===== src/rtl/present_bus_pkg.sv =====
// rtl/present_bus_pkg.sv - Register map, state encoding and bus command helpers for the PRESENT host sequencer
package present_bus_pkg;

   // Peripheral register map
   localparam logic [3:0] ADDR_CTRL    = 4'd0;  // bit 0 = load
   localparam logic [3:0] ADDR_KEY_LO  = 4'd1;  // key[15:0] in low half
   localparam logic [3:0] ADDR_KEY_MID = 4'd2;  // key[47:16]
   localparam logic [3:0] ADDR_KEY_HI  = 4'd3;  // key[79:48]
   localparam logic [3:0] ADDR_BLK_LO  = 4'd4;  // block[31:0]
   localparam logic [3:0] ADDR_BLK_HI  = 4'd5;  // block[63:32]
   localparam logic [3:0] ADDR_RES_LO  = 4'd6;  // result[31:0]
   localparam logic [3:0] ADDR_RES_HI  = 4'd7;  // result[63:32]
   localparam logic [3:0] ADDR_MODE    = 4'd8;  // bit 0 = decrypt

   typedef enum logic [3:0] {
      ST_IDLE, ST_WK3, ST_WK2, ST_WK1, ST_WD5, ST_WD4, ST_WC8, ST_WL0,
      ST_LCLR, ST_WAIT, ST_RD7, ST_RD6, ST_CAP, ST_DONE
   } state_t;

   typedef struct packed {
      logic        cs_n;
      logic        write_n;
      logic        read_n;
      logic [3:0]  addr;
      logic [31:0] dat;
   } bus_cmd_t;

   localparam bus_cmd_t BUS_IDLE = '{cs_n: 1'b1, write_n: 1'b1, read_n: 1'b1, addr: 4'h0, dat: 32'h0};

   // Selected with both strobes high: drops the peripheral's load bit without a write
   localparam bus_cmd_t BUS_RELEASE = '{cs_n: 1'b0, write_n: 1'b1, read_n: 1'b1, addr: ADDR_CTRL, dat: 32'h0};

   function automatic bus_cmd_t bus_write(input logic [3:0] addr, input logic [31:0] dat);
      return '{cs_n: 1'b0, write_n: 1'b0, read_n: 1'b1, addr: addr, dat: dat};
   endfunction

   function automatic bus_cmd_t bus_read(input logic [3:0] addr);
      return '{cs_n: 1'b0, write_n: 1'b1, read_n: 1'b0, addr: addr, dat: 32'h0};
   endfunction

endpackage


===== src/rtl/present_host_sequencer_if.sv =====
// rtl/present_host_sequencer_if.sv - Register bus between the host sequencer and the PRESENT peripheral
// Signals: oChipselect_n/oWrite_n/oRead_n active-low strobes, oAddress, oDat (write data) from host;
//          iDat (registered read data, valid the cycle after a read strobe) from peripheral.
interface present_host_sequencer_if;
   import present_bus_pkg::*;

   logic        oChipselect_n;
   logic        oWrite_n;
   logic        oRead_n;
   logic [3:0]  oAddress;
   logic [31:0] oDat;
   logic [31:0] iDat;

   modport master (
      output oChipselect_n, oWrite_n, oRead_n, oAddress, oDat,
      input  iDat
   );

   modport slave (
      input  oChipselect_n, oWrite_n, oRead_n, oAddress, oDat,
      output iDat
   );
endinterface


===== src/rtl/present_wait_timer.sv =====
// rtl/present_wait_timer.sv - Loadable down-counter that flags the last cycle of the peripheral wait
// Ports: clk, i_rst (sync, high); i_load/i_load_value reload the count; o_expired high while count==1.
module present_wait_timer
   import present_bus_pkg::*;
#(
   parameter int WIDTH = 6
) (
   input  logic             clk,
   input  logic             i_rst,
   input  logic             i_load,
   input  logic [WIDTH-1:0] i_load_value,
   output logic             o_expired
);

   logic [WIDTH-1:0] r_count;

   always_ff @(posedge clk) begin
      if (i_rst) begin
         r_count <= '0;
      end else if (i_load) begin
         r_count <= i_load_value;
      end else if (r_count != '0) begin
         r_count <= r_count - 1'b1;
      end
   end

   // Loaded with N on entry to WAIT, so count==1 marks the Nth wait cycle
   assign o_expired = (r_count == WIDTH'(1));

endmodule


===== src/rtl/present_host_sequencer.sv =====
// rtl/present_host_sequencer.sv - Sequences key/block/mode writes, waits out the round latency, reads the result
// Ports: clk, iReset (sync, high); iStart/iKey/iBlock/iMode request (latched in IDLE);
//        oBusy/oDone/oResult status; bus (master modport) peripheral register bus, all outputs registered.
module present_host_sequencer
   import present_bus_pkg::*;
#(
   parameter int WAIT_CYCLES = 40
) (
   input  logic                     clk,
   input  logic                     iReset,
   input  logic                     iStart,
   input  logic [79:0]              iKey,
   input  logic [63:0]              iBlock,
   input  logic                     iMode,
   output logic                     oBusy,
   output logic                     oDone,
   output logic [63:0]              oResult,
   present_host_sequencer_if.master bus
);

   localparam int TW = (WAIT_CYCLES < 1) ? 1 : $clog2(WAIT_CYCLES + 1);

   state_t      r_state;
   bus_cmd_t    r_bus;
   logic [79:0] r_key;
   logic [63:0] r_block;
   logic        r_mode;
   logic        w_timer_load;
   logic        w_timer_expired;

   assign w_timer_load = (r_state == ST_LCLR);

   present_wait_timer #(
      .WIDTH(TW)
   ) u_wait_timer (
      .clk          (clk),
      .i_rst        (iReset),
      .i_load       (w_timer_load),
      .i_load_value (TW'(WAIT_CYCLES)),
      .o_expired    (w_timer_expired)
   );

   // Each branch computes the bus command for the state being entered,
   // so the registered bus lines up with r_state.
   always_ff @(posedge clk) begin
      if (iReset) begin
         r_state <= ST_IDLE;
         r_bus   <= BUS_IDLE;
         r_key   <= '0;
         r_block <= '0;
         r_mode  <= 1'b0;
         oBusy   <= 1'b0;
         oDone   <= 1'b0;
         oResult <= '0;
      end else begin
         r_bus <= BUS_IDLE;
         oDone <= 1'b0;
         case (r_state)
            ST_IDLE: begin
               if (iStart) begin
                  r_key   <= iKey;
                  r_block <= iBlock;
                  r_mode  <= iMode;
                  oBusy   <= 1'b1;
                  r_state <= ST_WK3;
                  r_bus   <= bus_write(ADDR_KEY_HI, iKey[79:48]);
               end
            end
            ST_WK3: begin
               r_state <= ST_WK2;
               r_bus   <= bus_write(ADDR_KEY_MID, r_key[47:16]);
            end
            ST_WK2: begin
               r_state <= ST_WK1;
               r_bus   <= bus_write(ADDR_KEY_LO, {16'h0, r_key[15:0]});
            end
            ST_WK1: begin
               r_state <= ST_WD5;
               r_bus   <= bus_write(ADDR_BLK_HI, r_block[63:32]);
            end
            ST_WD5: begin
               r_state <= ST_WD4;
               r_bus   <= bus_write(ADDR_BLK_LO, r_block[31:0]);
            end
            ST_WD4: begin
               r_state <= ST_WC8;
               r_bus   <= bus_write(ADDR_MODE, {31'h0, r_mode});
            end
            ST_WC8: begin
               r_state <= ST_WL0;
               r_bus   <= bus_write(ADDR_CTRL, 32'h1);
            end
            ST_WL0: begin
               r_state <= ST_LCLR;
               r_bus   <= BUS_RELEASE;
            end
            ST_LCLR: begin
               if (WAIT_CYCLES == 0) begin
                  r_state <= ST_RD7;
                  r_bus   <= bus_read(ADDR_RES_HI);
               end else begin
                  r_state <= ST_WAIT;
               end
            end
            ST_WAIT: begin
               if (w_timer_expired) begin
                  r_state <= ST_RD7;
                  r_bus   <= bus_read(ADDR_RES_HI);
               end
            end
            ST_RD7: begin
               r_state <= ST_RD6;
               r_bus   <= bus_read(ADDR_RES_LO);
            end
            ST_RD6: begin
               // iDat now carries the register-7 read issued in RD7
               oResult[63:32] <= iDat_w();
               r_state        <= ST_CAP;
            end
            ST_CAP: begin
               oResult[31:0] <= iDat_w();
               oDone         <= 1'b1;
               r_state       <= ST_DONE;
            end
            ST_DONE: begin
               oBusy   <= 1'b0;
               r_state <= ST_IDLE;
            end
            default: begin
               oBusy   <= 1'b0;
               r_state <= ST_IDLE;
            end
         endcase
      end
   end

   function automatic logic [31:0] iDat_w();
      return bus.iDat;
   endfunction

   assign bus.oChipselect_n = r_bus.cs_n;
   assign bus.oWrite_n      = r_bus.write_n;
   assign bus.oRead_n       = r_bus.read_n;
   assign bus.oAddress      = r_bus.addr;
   assign bus.oDat          = r_bus.dat;

endmodule


===== src/flat_wrapper.sv =====
// flat-port wrapper written by rule: the top's interface ports become plain ports
module present_host_sequencer_flat import present_bus_pkg::*;
#(
   parameter int WAIT_CYCLES = 40
)
  (clk, iReset, iStart, iKey, iBlock, iMode, oBusy, oDone, oResult, bus_oChipselect_n, bus_oWrite_n, bus_oRead_n, bus_oAddress, bus_oDat, bus_iDat);
  present_host_sequencer_if bus_i ();
  input  logic clk;
  input  logic iReset;
  input  logic iStart;
  input  logic [79:0] iKey;
  input  logic [63:0] iBlock;
  input  logic iMode;
  output logic oBusy;
  output logic oDone;
  output logic [63:0] oResult;
  output wire logic [$bits(bus_i.oChipselect_n)-1:0] bus_oChipselect_n;
  output wire logic [$bits(bus_i.oWrite_n)-1:0] bus_oWrite_n;
  output wire logic [$bits(bus_i.oRead_n)-1:0] bus_oRead_n;
  output wire logic [$bits(bus_i.oAddress)-1:0] bus_oAddress;
  output wire logic [$bits(bus_i.oDat)-1:0] bus_oDat;
  input wire logic [$bits(bus_i.iDat)-1:0] bus_iDat;
  assign bus_oChipselect_n = bus_i.oChipselect_n;
  assign bus_oWrite_n = bus_i.oWrite_n;
  assign bus_oRead_n = bus_i.oRead_n;
  assign bus_oAddress = bus_i.oAddress;
  assign bus_oDat = bus_i.oDat;
  assign bus_i.iDat = bus_iDat;
  present_host_sequencer #(.WAIT_CYCLES(WAIT_CYCLES)) u_core (.clk(clk), .iReset(iReset), .iStart(iStart), .iKey(iKey), .iBlock(iBlock), .iMode(iMode), .oBusy(oBusy), .oDone(oDone), .oResult(oResult), .bus(bus_i));
endmodule

===== config.mk =====
export PLATFORM = sky130hd
export DESIGN_NAME = present_host_sequencer_flat
export DESIGN_NICKNAME = d
export VERILOG_FILES = /design/src/rtl/present_bus_pkg.sv /design/src/rtl/present_host_sequencer_if.sv /design/src/rtl/present_wait_timer.sv /design/src/rtl/present_host_sequencer.sv /design/src/flat_wrapper.sv
export SDC_FILE = /design/constraint.sdc
export NUM_CORES = 1
export LEC_CHECK = 0
export BUFFER_PORTS_ARGS = -buffer_cell sky130_fd_sc_hd__buf_4
export CORE_MARGIN = 3
export CORE_UTILIZATION = 51
export CTS_CLUSTER_SIZE = 8
export DETAILED_ROUTE_END_ITERATION = 6
export PLACE_DENSITY = 0.86
export REMOVE_ABC_BUFFERS = 1
export SLEW_MARGIN = 20
export SYNTH_ARGS = -nofsm -noshare
export SYNTH_HDL_FRONTEND = slang
export SYNTH_SLANG_ARGS = --single-unit
export TNS_END_PERCENT = 20

===== constraint.sdc =====
create_clock -name clk -period 2 [get_ports clk]
set_input_delay 0.3 -clock clk [delete_from_list [all_inputs] [get_ports clk]]
set_output_delay 0.3 -clock clk [all_outputs]
set_load 0.05 [all_outputs]

==> metrics.md, run 1 <==
| Metric | Value |
|---|---|
| Status | finished, final reports clean |
| Peak supply drop | 0.627 mV |
| Syn. warnings | 0 |
| Final Cell Area | 12000 um^2 |
| CP Class | reg -> reg |
| Sequential area share after synthesis | 0.519 |
| Largest net degree at the start of global routing | 88 |
| Final hold violations | 0 |
| Yosys top cell area share | 0.519 |
| Clock skew | 0.00841 ns |
| Die height | 137 um |
| CP endpoint kind | register |
| Least-Margin Pin Slew | 0.697 ns |
| Total GRT Usage | 0.273 |
| Grt total ovfl | 0 |
| Max cap viols | 0 |
| Proportion of layout cells with a drive suffix above 1 | 0.296 |
| Cell Area, Synth | 8790 um^2 |
| Async SR Flop Fraction | 0 |
| Pleak | 0.00503 uW |
| Vias post-DR | 8569 |
| Syn avg cell area | 8.24 um^2 |
| Setup-failing EPs final | 0 |
| Fmax | 0.551 GHz |
| #FFs+latches synth | 228 |
| Vias/cell | 5.49 |
| Crit path arrival time | 2.22 ns |
| Syn Inst Count | 1067 |
| Yosys cell types | 48 |
| Pwr/cell area | 1020 nW/um^2 |
| Synth area leaders | dfxtp_1 52%, nand2_1 16%, a21oi_1 11%, mux2_2 3.6%, a222oi_1 2.3% |
| Final core utilization | 0.721 |
| Layout area overhead | 37.0% |
| Initial core utilization | 0.526 |
| Critical Path Fanout Max | 19 |
| Total routed wirelength | 26900 um |
| Vias in the first global route | 8430 |
| Post-synth top cells | 378 x nand2_1, 228 x dfxtp_1, 199 x a21oi_1 |
| Post-synth top flop | dfxtp_1 |
| Clk sinks | 228 |
| Worst Setup Start Kind | register |
| H-Tree Depth | 2 |
| Routed wire per std cell | 17.2 um |
| CTS max path bufs | 3 |
| Antenna violations before repair | 0 |
| DP Wirelength | 18300 um |
| Clock Latency Late Sink | 0.48 ns |
| Final ANT Viol Nets | 0 |
| Final Cycle Share | 0.908 |
| Pre-CTS setup slack | 0.194 ns |
| Drt drc | 0 |
| PnR worst setup slack | 0.184 ns |
| Core Box Area | 16700 um^2 |
| Placer Congestion | 0.842 |
| NumNets Final | 1518 |
| Fillers | 1274 |
| First-pass GRT wire length | 41200 um |
| Post-synth top area cell | dfxtp_1 |
| Slew Limit Fails | 0 |
| I/O pin cnt | 285 |
| Final min period | 1.82 ns |
| # hold bufs at CTS | 0 |
| Site Rows | 47 |
| RSZ-0062 raised after global routing | false |
| CTS tree | yes |
| Post-CTS Setup Bufs | 0 |
| Count leader, synth | nand2_1 |
| Die area | 18800 um^2 |
| Post-route insts no fill | 1560 |
| Slew headroom | 0.534 |
| First DRT Iteration DRCs | 696 |
| Cts bufs inserted | 34 |
| Total power | 12300 uW |
| Post-Place Cells | 1520 |
| Clock-pin slew on the worst setup and hold paths | 0.05 ns |
| DP Area | 11100 um^2 |
| Die Wd | 137 um |
| Post-synth EDFFs | 0 |
| Class of the worst hold path | in -> reg |
| IO buf count | 284 |
| Root buf cell | clkbuf_16 |
| DR pass1 iterations | 6 |
| Worst Path Required | 2.40 ns |
| Post-CTS sizing | 0 |
[layout make-up]
| cell class | instances | area [um^2] | area share |
|---|---|---|---|
| multi-input cells | 750 | 3780 | 0.314 |
| clock buffers | 38 | 930 | 0.0772 |
| flip-flops and latches | 228 | 4570 | 0.379 |
| repair buffers | 317 | 2460 | 0.204 |
| inverters | 5 | 18.8 | 0.00156 |
| diodes | 1 | 2.50 | 0.000208 |
| well taps | 220 | 275 | 0.0229 |
| clock inverters | 1 | 5.00 | 0.000416 |
[critical path, cell delays in order (launching register included)]
cell and delay [ns]:
dfxtp_1 0.61, buf_4 0.27, nand2b_1 0.10, nor2_2 0.09
buf_4 0.26, buf_4 0.20, nand2_1 0.05, a21oi_1 0.13
[final timing paths]
kind,to,depth (start not counted),from,slack (ns)
setup reg to reg,u_core.bus.oDat[3],7,u_core.r_state[0],0.18
hold reg to reg,u_core.r_key[13],2,u_core.r_key[13],0.45
hold / removal,u_core.r_key[30],3,iKey[30],0.06
setup / recovery,u_core.bus.oDat[3],7,u_core.r_state[0],0.18
[layout by cell type, fill, tap and decap left out, types with 2 or more instances in the layout]
master and n:
nand2_1 378, buf_4 310, dfxtp_1 227, a21oi_1 199
clkbuf_16 37, nor2_1 34, mux2_2 28, a222oi_1 20
a22o_1 19, a22oi_1 11, nor2b_1 10, buf_12 6
o21ai_0 4, inv_1 4, nand2b_1 3, a31oi_1 3
nand4_1 2, nand3_1 2, nor3_2 2, nor2_2 2
and2_1 2, nor3_1 2, a32oi_1 2, a211oi_1 2
ha_1 2
[metal layers]
metal	vias to the layer above	GRT usage	part of all wire
met5	-	0	0
met4	0	0.137	0.044
met3	86	0.0493	0.063
met2	364	0.477	0.51
met1	4005	0.321	0.39
li1	4114	-	-
[where the power goes]
| part | switching [uW] | internal [uW] | total (uW) |
|---|---|---|---|
| combinational | 1260 | 891 | 2150 |
| sequential | 200 | 4890 | 5090 |
| clock | 1850 | 3220 | 5070 |
[flip-flops by register name, summed over array words and instances, names as in the netlist]
signal                       flops
u_core.bus.oAddress              4
u_core.oDone                     1
u_core.bus.oWrite_n              1
u_core.oResult                  64
u_core.r_key                    48
u_core.r_block                  64
u_core.r_mode                    1
u_core.bus.oRead_n               1
u_core.oBusy                     1
u_core.bus.oDat                 32
u_core.u_wait_timer.r_count      6
u_core.bus.oChipselect_n         1
u_core.r_state                   4
[logic make-up after synthesis]
kind of cell / after synthesis / synth area share
flops: 228 / 0.519
mux: 29 / 0.0370
simple gates: 451 / 0.207
fa+ha+maj: 2 / 0.00285
buf+inv: 89 / 0.0523
compound gates: 267 / 0.181
xor+xnor: 1 / 0.000997
[stage by stage]
stage | hold slack (ns) | setup TNS [ns]
floorplan | 0.369 | -220.99
global placement | 0.439 | 0
detailed placement | 0.446 | 0
CTS | 0.0501 | 0
global route | 0.0574 | 0
finish | 0.0612 | 0
Power figures use the tool's default switching activity.
==> inputs of run 2 (changes only) <==
--- a/config.mk
+++ b/config.mk
@@ -10,7 +10,8 @@
 export CORE_UTILIZATION = 51
 export CTS_CLUSTER_SIZE = 8
 export DETAILED_ROUTE_END_ITERATION = 6
-export PLACE_DENSITY = 0.86
+export HOLD_SLACK_MARGIN = 0.12
+export PLACE_DENSITY_LB_ADDON = 0.08
 export REMOVE_ABC_BUFFERS = 1
 export SLEW_MARGIN = 20
 export SYNTH_ARGS = -nofsm -noshare
==> run 2 against run 1 <==
Compared with the run above: the run now ends with design-rule violations left; die area is the same; fmax shrank 0.30%; cell area grew 15%; routed wire length grew 16%; core utilization grew 11 points; clock-buffer cell count shrank 1; worst hold slack gained 0.072 ns; sequential share of layout area shrank 5.0 points; clock power grew 3%; setup slack lost 0.0054 ns.
==> metrics.md, run 2 (synthesis gave the netlist of run 1 again) <==
| Metric | Value |
|---|---|
| Grt total ovfl | 0 (unchanged) |
| DP Wirelength | 17200 um (was 18300 um) |
| Comb power frac | 0.198 (was 0.175) |
| CP Class | reg -> reg (unchanged) |
| Slew Limit Fails | 0 (unchanged) |
| Drt drc | 3 (was 0) |
| Root buf cell | clkbuf_16 (unchanged) |
| Largest net degree at the start of global routing | 94 (was 88) |
| Pre-CTS setup slack | 0.250 ns (was 0.194 ns) |
| Setup-failing EPs final | 0 (unchanged) |
| Die area | 18800 um^2 (unchanged) |
| CTS max path bufs | 3 (unchanged) |
| Routed wire per std cell | 18.0 um (was 17.2 um) |
| Final ANT Viol Nets | 0 (unchanged) |
| Hold path depth | 3 (unchanged) |
| # hold bufs at CTS | 169 (was 0) |
| Switching Share | 0.269 (about the same) |
| Commonest non-fill, non-tap cell in the layout | nand2_1 (unchanged) |
| Slew headroom | 0.499 (was 0.534) |
| Total GRT Usage | 0.318 (was 0.273) |
| Worst hold margin | 0.134 ns (was 0.0612 ns) |
| Max incr delay on CP | 0.48 ns (was 0.61 ns) |
| Pwr/cell area | 926 nW/um^2 (was 1020 nW/um^2) |
| I/O pin cnt | 285 (unchanged) |
| PnR worst setup slack | 0.178 ns (was 0.184 ns) |
| Die Wd | 137 um (unchanged) |
| DP Area | 11200 um^2 (was 11100 um^2) |
| R2r endpoint | u_core.bus.oDat[28] (was u_core.bus.oDat[3]) |
| Worst reg-to-reg path cell count | 4 (was 7) |
| Commonest cells after routing, fill and taps aside | 378 x nand2_1, 303 x buf_4, 227 x dfxtp_1 (was 378 x nand2_1, 310 x buf_4, 227 x dfxtp_1) |
| IO buf count | 284 (unchanged) |
| Clk sinks | 228 (unchanged) |
| Cts bufs inserted | 34 (unchanged) |
| Vias post-DR | 9571 (was 8569) |
| Critical Path Fanout Max | 24 (was 19) |
| Delay-heaviest family, CP | flip-flops (was buffers and inverters) |
| Die height | 137 um (unchanged) |
| Placer Congestion | 0.804 (was 0.842) |
| Peak supply drop | 0.730 mV (was 0.627 mV) |
| HP Start | iKey[51] (was iKey[30]) |
| CP endpoint kind | register (unchanged) |
| Worst Hold Path EP | u_core.bus.oDat[3] (was u_core.r_key[30]) |
| Pleak | 0.00578 uW (was 0.00503 uW) |
| Switching Power | 3450 uW (was 3310 uW) |
| Layout area overhead | 57.8% (was 37.0%) |
| Vias/cell | 5.53 (was 5.49) |
| Reg-to-reg startpoint | u_core.r_state[1] (was u_core.r_state[0]) |
| Clock Power Share | 0.406 (was 0.412) |
| Worst Setup Start Kind | register (unchanged) |
| Post-route insts no fill | 1732 (was 1560) |
| Site Rows | 47 (unchanged) |
| Post-CTS sizing | 0 (unchanged) |
| Total routed wirelength | 31200 um (was 26900 um) |
| NumNets Final | 1688 (was 1518) |
| Total power | 12800 uW (was 12300 uW) |
| Clock-pin slew on the worst setup and hold paths | 0.05 ns (about the same) |
| Clock skew | 0.00883 ns (was 0.00841 ns) |
| DR pass1 iterations | 7 (was 6) |
| Post-Place Cells | 1521 (was 1520) |
| First-pass GRT wire length | 47600 um (was 41200 um) |
| Failing checks | design-rule violations |
| Fmax | 0.549 GHz (was 0.551 GHz) |
| Final Cycle Share | 0.911 (was 0.908) |
| Status | complete, but fails checks (was finished, final reports clean) |
| Crit path arrival time | 2.17 ns (was 2.22 ns) |
| Max cap viols | 0 (unchanged) |
| Post-CTS Setup Bufs | 0 (unchanged) |
| H-Tree Depth | 2 (unchanged) |
| Flop2flop setup slack | 0.18 ns (about the same) |
| Final Cell Area | 13900 um^2 (was 12000 um^2) |
| CP cell instances | buf_12 > mux2_2 > a222oi_1 > nor2_1 (was buf_4 > nand2b_1 > nor2_2 > buf_4 > buf_4 > nand2_1 > a21oi_1) |
| First DRT Iteration DRCs | 797 (was 696) |
| Core Box Area | 16700 um^2 (unchanged) |
| Class of the worst hold path | in -> reg (unchanged) |
| CTS tree | yes (unchanged) |
| Antenna violations before repair | 3 (was 0) |
| Final min period | 1.82 ns (about the same) |
| Seq pwr share | 0.396 (was 0.413) |
| Final hold violations | 0 (unchanged) |
| Internal power | 9390 uW (was 9000 uW) |
| CP max-delay cell | dfxtp_2 (was dfxtp_1) |
| RSZ-0062 raised after global routing | false (unchanged) |
| Regs by FF count | u_core.oResult x64, u_core.r_block x64, u_core.r_key x48 (unchanged) |
| Vias in the first global route | 9466 (was 8430) |
| Worst Path Required | 2.35 ns (was 2.40 ns) |
| Least-Margin Pin Slew | 0.750 ns (was 0.697 ns) |
| Proportion of layout cells with a drive suffix above 1 | 0.263 (was 0.296) |
| Critical path buffers and inverters | 1 (was 3) |
| Clock Latency Late Sink | 0.49 ns (was 0.48 ns) |
| Initial core utilization | 0.526 (unchanged) |
==> run 2: worst max path at each step <==
stage	from	to	slack, ns	depth (start not counted)
4_1_cts	u_core.r_state[1]	u_core.oResult[19]	0.26	5
3_3_place_gp	u_core.r_state[1]	u_core.oResult[1]	0.27	5
3_5_place_dp	u_core.r_state[1]	u_core.oResult[25]	0.25	5
2_1_floorplan	u_core.r_state[1]	u_core.r_block[0]	-1.64	4
5_1_grt	u_core.r_state[0]	u_core.bus.oDat[30]	0.11	5
6_report	u_core.r_state[1]	u_core.bus.oDat[28]	0.18	4
==> run 2: per-stage QoR <==
stage           util  TNS (ns)
5_1_grt        0.830         0
3_3_place_gp   0.671         0
3_5_place_dp   0.671         0
2_1_floorplan      -   -220.99
4_1_cts        0.830         0
6_report       0.830         0
==> run 2: area by class of cell <==
type                    count  area (um^2)
flip-flops and latches    228         4570
multi-input cells         750         3780
clock buffers              37          926
fillers                   973         2830
diodes                      4         10.0
well taps                 220          275
inverters                   5         18.8
repair buffers            487         4260
clock inverters             1         30.0
==> run 2: per-layer routing <==
| metal | part of all wire | vias to the layer above | wire length (um) | global-route usage |
|---|---|---|---|---|
| met5 | 0 | - | 0 | 0 |
| met4 | 0.048 | 0 | 1490 | 0.157 |
| met3 | 0.080 | 123 | 2510 | 0.0745 |
| met2 | 0.51 | 511 | 15800 | 0.556 |
| met1 | 0.37 | 4479 | 11400 | 0.364 |
| li1 | - | 4458 | - | - |
==> run 2: power by group through the flow <==
| stage | sequential (uW) | clock [uW] | combinational, uW |
|---|---|---|---|
| after floorplan | 5380 | 0 | 987 |
| after global placement | 5150 | 0 | 2160 |
| after detailed placement | 5160 | 0 | 2190 |
| after CTS | 5080 | 5260 | 2480 |
| after global routing | 5120 | 5460 | 2740 |
| final | 5090 | 5210 | 2540 |
==> run 2: worst min-delay path, cell delays in order <==
cell and delay [ns]:
buf_4 0.08, a22oi_1 0.07, a21oi_1 0.13
==> inputs of run 3 (changes only) <==
--- a/config.mk
+++ b/config.mk
@@ -7,7 +7,7 @@
 export LEC_CHECK = 0
 export BUFFER_PORTS_ARGS = -buffer_cell sky130_fd_sc_hd__buf_4
 export CORE_MARGIN = 3
-export CORE_UTILIZATION = 51
+export CORE_UTILIZATION = 45
 export CTS_CLUSTER_SIZE = 8
 export DETAILED_ROUTE_END_ITERATION = 6
 export HOLD_SLACK_MARGIN = 0.12
==> run 3 against run 2 <==
Compared with the run above: the run now ends clean; total power shrank 1.8%; sequential power barely moved; cell area shrank 0.15%; die area rose by 13%; highest routed layer unchanged; sequential share of layout area is 0.051 points higher; routed wire length decreased by 7.8%; first-iteration DRC count shrank 30%; fmax increased by 5.7%; non-clock buffer count is 3 higher; sequential cell count is the same.
==> metrics.md, run 3 (synthesis gave the netlist of run 1 again) <==
| Metric | Value |
|---|---|
| Status | finished, final reports clean (was complete, but fails checks) |
| Total GRT Usage | 0.262 (was 0.318) |
| I/O pin cnt | 285 (unchanged) |
| Least-Margin Pin Slew | 0.592 ns (was 0.750 ns) |
| Die height | 146 um (was 137 um) |
| Pleak | 0.00575 uW (was 0.00578 uW) |
| Worst hold margin | 0.129 ns (was 0.134 ns) |
| First DRT Iteration DRCs | 557 (was 797) |
| Fillers | 1457 (was 973) |
| CP Class | reg -> reg (unchanged) |
| Final hold violations | 0 (unchanged) |
| Final min period | 1.72 ns (was 1.82 ns) |
| H-Tree Depth | 2 (unchanged) |
| Slew Limit Fails | 0 (unchanged) |
| CP cell instances | buf_4 > and2b_1 > nand3_1 > buf_4 > nand2_1 > a21oi_1 (was buf_12 > mux2_2 > a222oi_1 > nor2_1) |
| Layout area overhead | 57.6% (was 57.8%) |
| Flop2flop setup slack | 0.28 ns (was 0.18 ns) |
| Peak supply drop | 0.865 mV (was 0.730 mV) |
| CP max-delay cell | dfxtp_1 (was dfxtp_2) |
| Vias/cell | 5.17 (was 5.53) |
| Reg-to-reg startpoint | u_core.r_state[2] (was u_core.r_state[1]) |
| Clock Latency Late Sink | 0.50 ns (was 0.49 ns) |
| Proportion of layout cells with a drive suffix above 1 | 0.263 (about the same) |
| Crit path arrival time | 2.14 ns (was 2.17 ns) |
| Pre-CTS setup slack | 0.323 ns (was 0.250 ns) |
| Total routed wirelength | 28800 um (was 31200 um) |
| Worst Setup Start Kind | register (unchanged) |
| Root buf cell | clkbuf_16 (unchanged) |
| NumNets Final | 1691 (was 1688) |
| Critical Path Fanout Max | 32 (was 24) |
| CTS tree | yes (unchanged) |
| Worst Hold Path EP | u_core.bus.oDat[9] (was u_core.bus.oDat[3]) |
| DR pass1 iterations | 5 (was 7) |
| Drt drc | 0 (was 3) |
| CP most frequent cell | buf_4 |
| R2r endpoint | u_core.oResult[46] (was u_core.bus.oDat[28]) |
| PnR worst setup slack | 0.276 ns (was 0.178 ns) |
| Clock skew | 0.0158 ns (was 0.00883 ns) |
| Site Rows | 50 (was 47) |
| Placer Congestion | 0.790 (was 0.804) |
| Core Box Area | 19000 um^2 (was 16700 um^2) |
| Critical path buffers and inverters | 2 (was 1) |
| Max cap viols | 0 (unchanged) |
| IO buf count | 284 (unchanged) |
| HP Start | iKey[57] (was iKey[51]) |
| Vias in the first global route | 9311 (was 9466) |
| Die area | 21200 um^2 (was 18800 um^2) |
| Slew headroom | 0.604 (was 0.499) |
| Commonest non-fill, non-tap cell in the layout | nand2_1 (unchanged) |
| Initial core utilization | 0.464 (was 0.526) |
| Routed wire per std cell | 16.2 um (was 18.0 um) |
| Worst reg-to-reg path cell count | 6 (was 4) |
| Delay-heaviest family, CP | buffers and inverters (was flip-flops) |
| First-pass GRT wire length | 46200 um (was 47600 um) |
| Post-CTS sizing | 0 (unchanged) |
| CTS max path bufs | 3 (unchanged) |
| DP Wirelength | 17700 um (was 17200 um) |
| Die Wd | 146 um (was 137 um) |
| Regs by FF count | u_core.oResult x64, u_core.r_block x64, u_core.r_key x48 (unchanged) |
| Class of the worst hold path | in -> reg (unchanged) |
| Cts bufs inserted | 34 (unchanged) |
| RSZ-0062 raised after global routing | false (unchanged) |
| Grt total ovfl | 0 (unchanged) |
| Worst Path Required | 2.41 ns (was 2.35 ns) |
| Max incr delay on CP | 0.34 ns (was 0.48 ns) |
| Largest net degree at the start of global routing | 96 (was 94) |
| Antenna violations before repair | 1 (was 3) |
| Hold path depth | 3 (unchanged) |
| Final ANT Viol Nets | 0 (unchanged) |
| Commonest cells after routing, fill and taps aside | 378 x nand2_1, 308 x buf_4, 227 x dfxtp_1 (was 378 x nand2_1, 303 x buf_4, 227 x dfxtp_1) |
| CP endpoint kind | register (unchanged) |
| Vias post-DR | 9155 (was 9571) |
| Pwr/cell area | 911 nW/um^2 (was 926 nW/um^2) |
| Clk sinks | 228 (unchanged) |
| Final Cycle Share | 0.862 (was 0.911) |
| Fmax | 0.580 GHz (was 0.549 GHz) |
| Setup-failing EPs final | 0 (unchanged) |
| Clock-pin slew on the worst setup and hold paths | 0.05 ns (about the same) |
| Total power | 12600 uW (was 12800 uW) |
==> run 3: changes by cell type in the layout (fill, tap and decap cells not counted), sizes merged <==
cell         change
dlygate4sd3      +2
inv              +2
clkbuf           -3
buf              +1
diode            -3
clkinv           +1
==> run 3: per-stage QoR <==
step	cells	TNS (ns)	util	instance area (um^2)
CTS	1771	0	0.730	13800
global placement	1562	0	0.592	11200
detailed placement	1562	0	0.592	11200
finish	1772	0	0.730	13800
global route	1772	0	0.730	13800
floorplan	983	-220.99	-	8350
==> run 3: repair_timing <==
item                                   4_1_cts  5_1_grt
endpoints found under the hold margin      203        0
setup buffers                                0        0
hold buffers                               171        0
==> run 3: worst max-delay path by stage <==
| stage | startpoint | to | slack [ns] | cells past startpoint |
|---|---|---|---|---|
| after global placement | u_core.r_state[0] | u_core.bus.oDat[5] | 0.38 | 6 |
| after detailed placement | u_core.r_state[1] | u_core.bus.oDat[8] | 0.32 | 5 |
| after global routing | u_core.r_state[1] | u_core.bus.oDat[8] | 0.16 | 5 |
| after CTS | u_core.r_state[1] | u_core.bus.oDat[8] | 0.30 | 5 |
| after floorplan | u_core.r_state[1] | u_core.r_block[0] | -1.64 | 4 |
| final | u_core.r_state[2] | u_core.oResult[46] | 0.28 | 6 |
==> run 3: worst min-delay path: stages <==
cell     delay (ns)
buf_4          0.08
a22oi_1        0.07
a21oi_1        0.13
==> run 3: metal layers <==
layer | global-route usage | part of all wire
met1 | 0.314 | 0.40
met2 | 0.449 | 0.50
met3 | 0.0642 | 0.067
met4 | 0.109 | 0.036
met5 | 0 | 0
==> run 3: cell type report <==
type                            instances  area (um^2)  share of cell area
Sequential cell                       228         4570               0.330
Timing Repair Buffer                  490         4240               0.306
Multi-Input combinational cell        750         3780               0.273
Clock buffer                           34          851              0.0614
Tap cell                              260          325              0.0235
Clock inverter                          4         63.8             0.00461
Inverter                                5         18.8             0.00136
Antenna cell                            1         2.50            0.000181
==> run 3: power breakdown <==
group | internal, uW | switching [uW] | total (uW)
logic | 1150 | 1340 | 2480
registers | 4890 | 189 | 5080
clock network | 3130 | 1930 | 5060
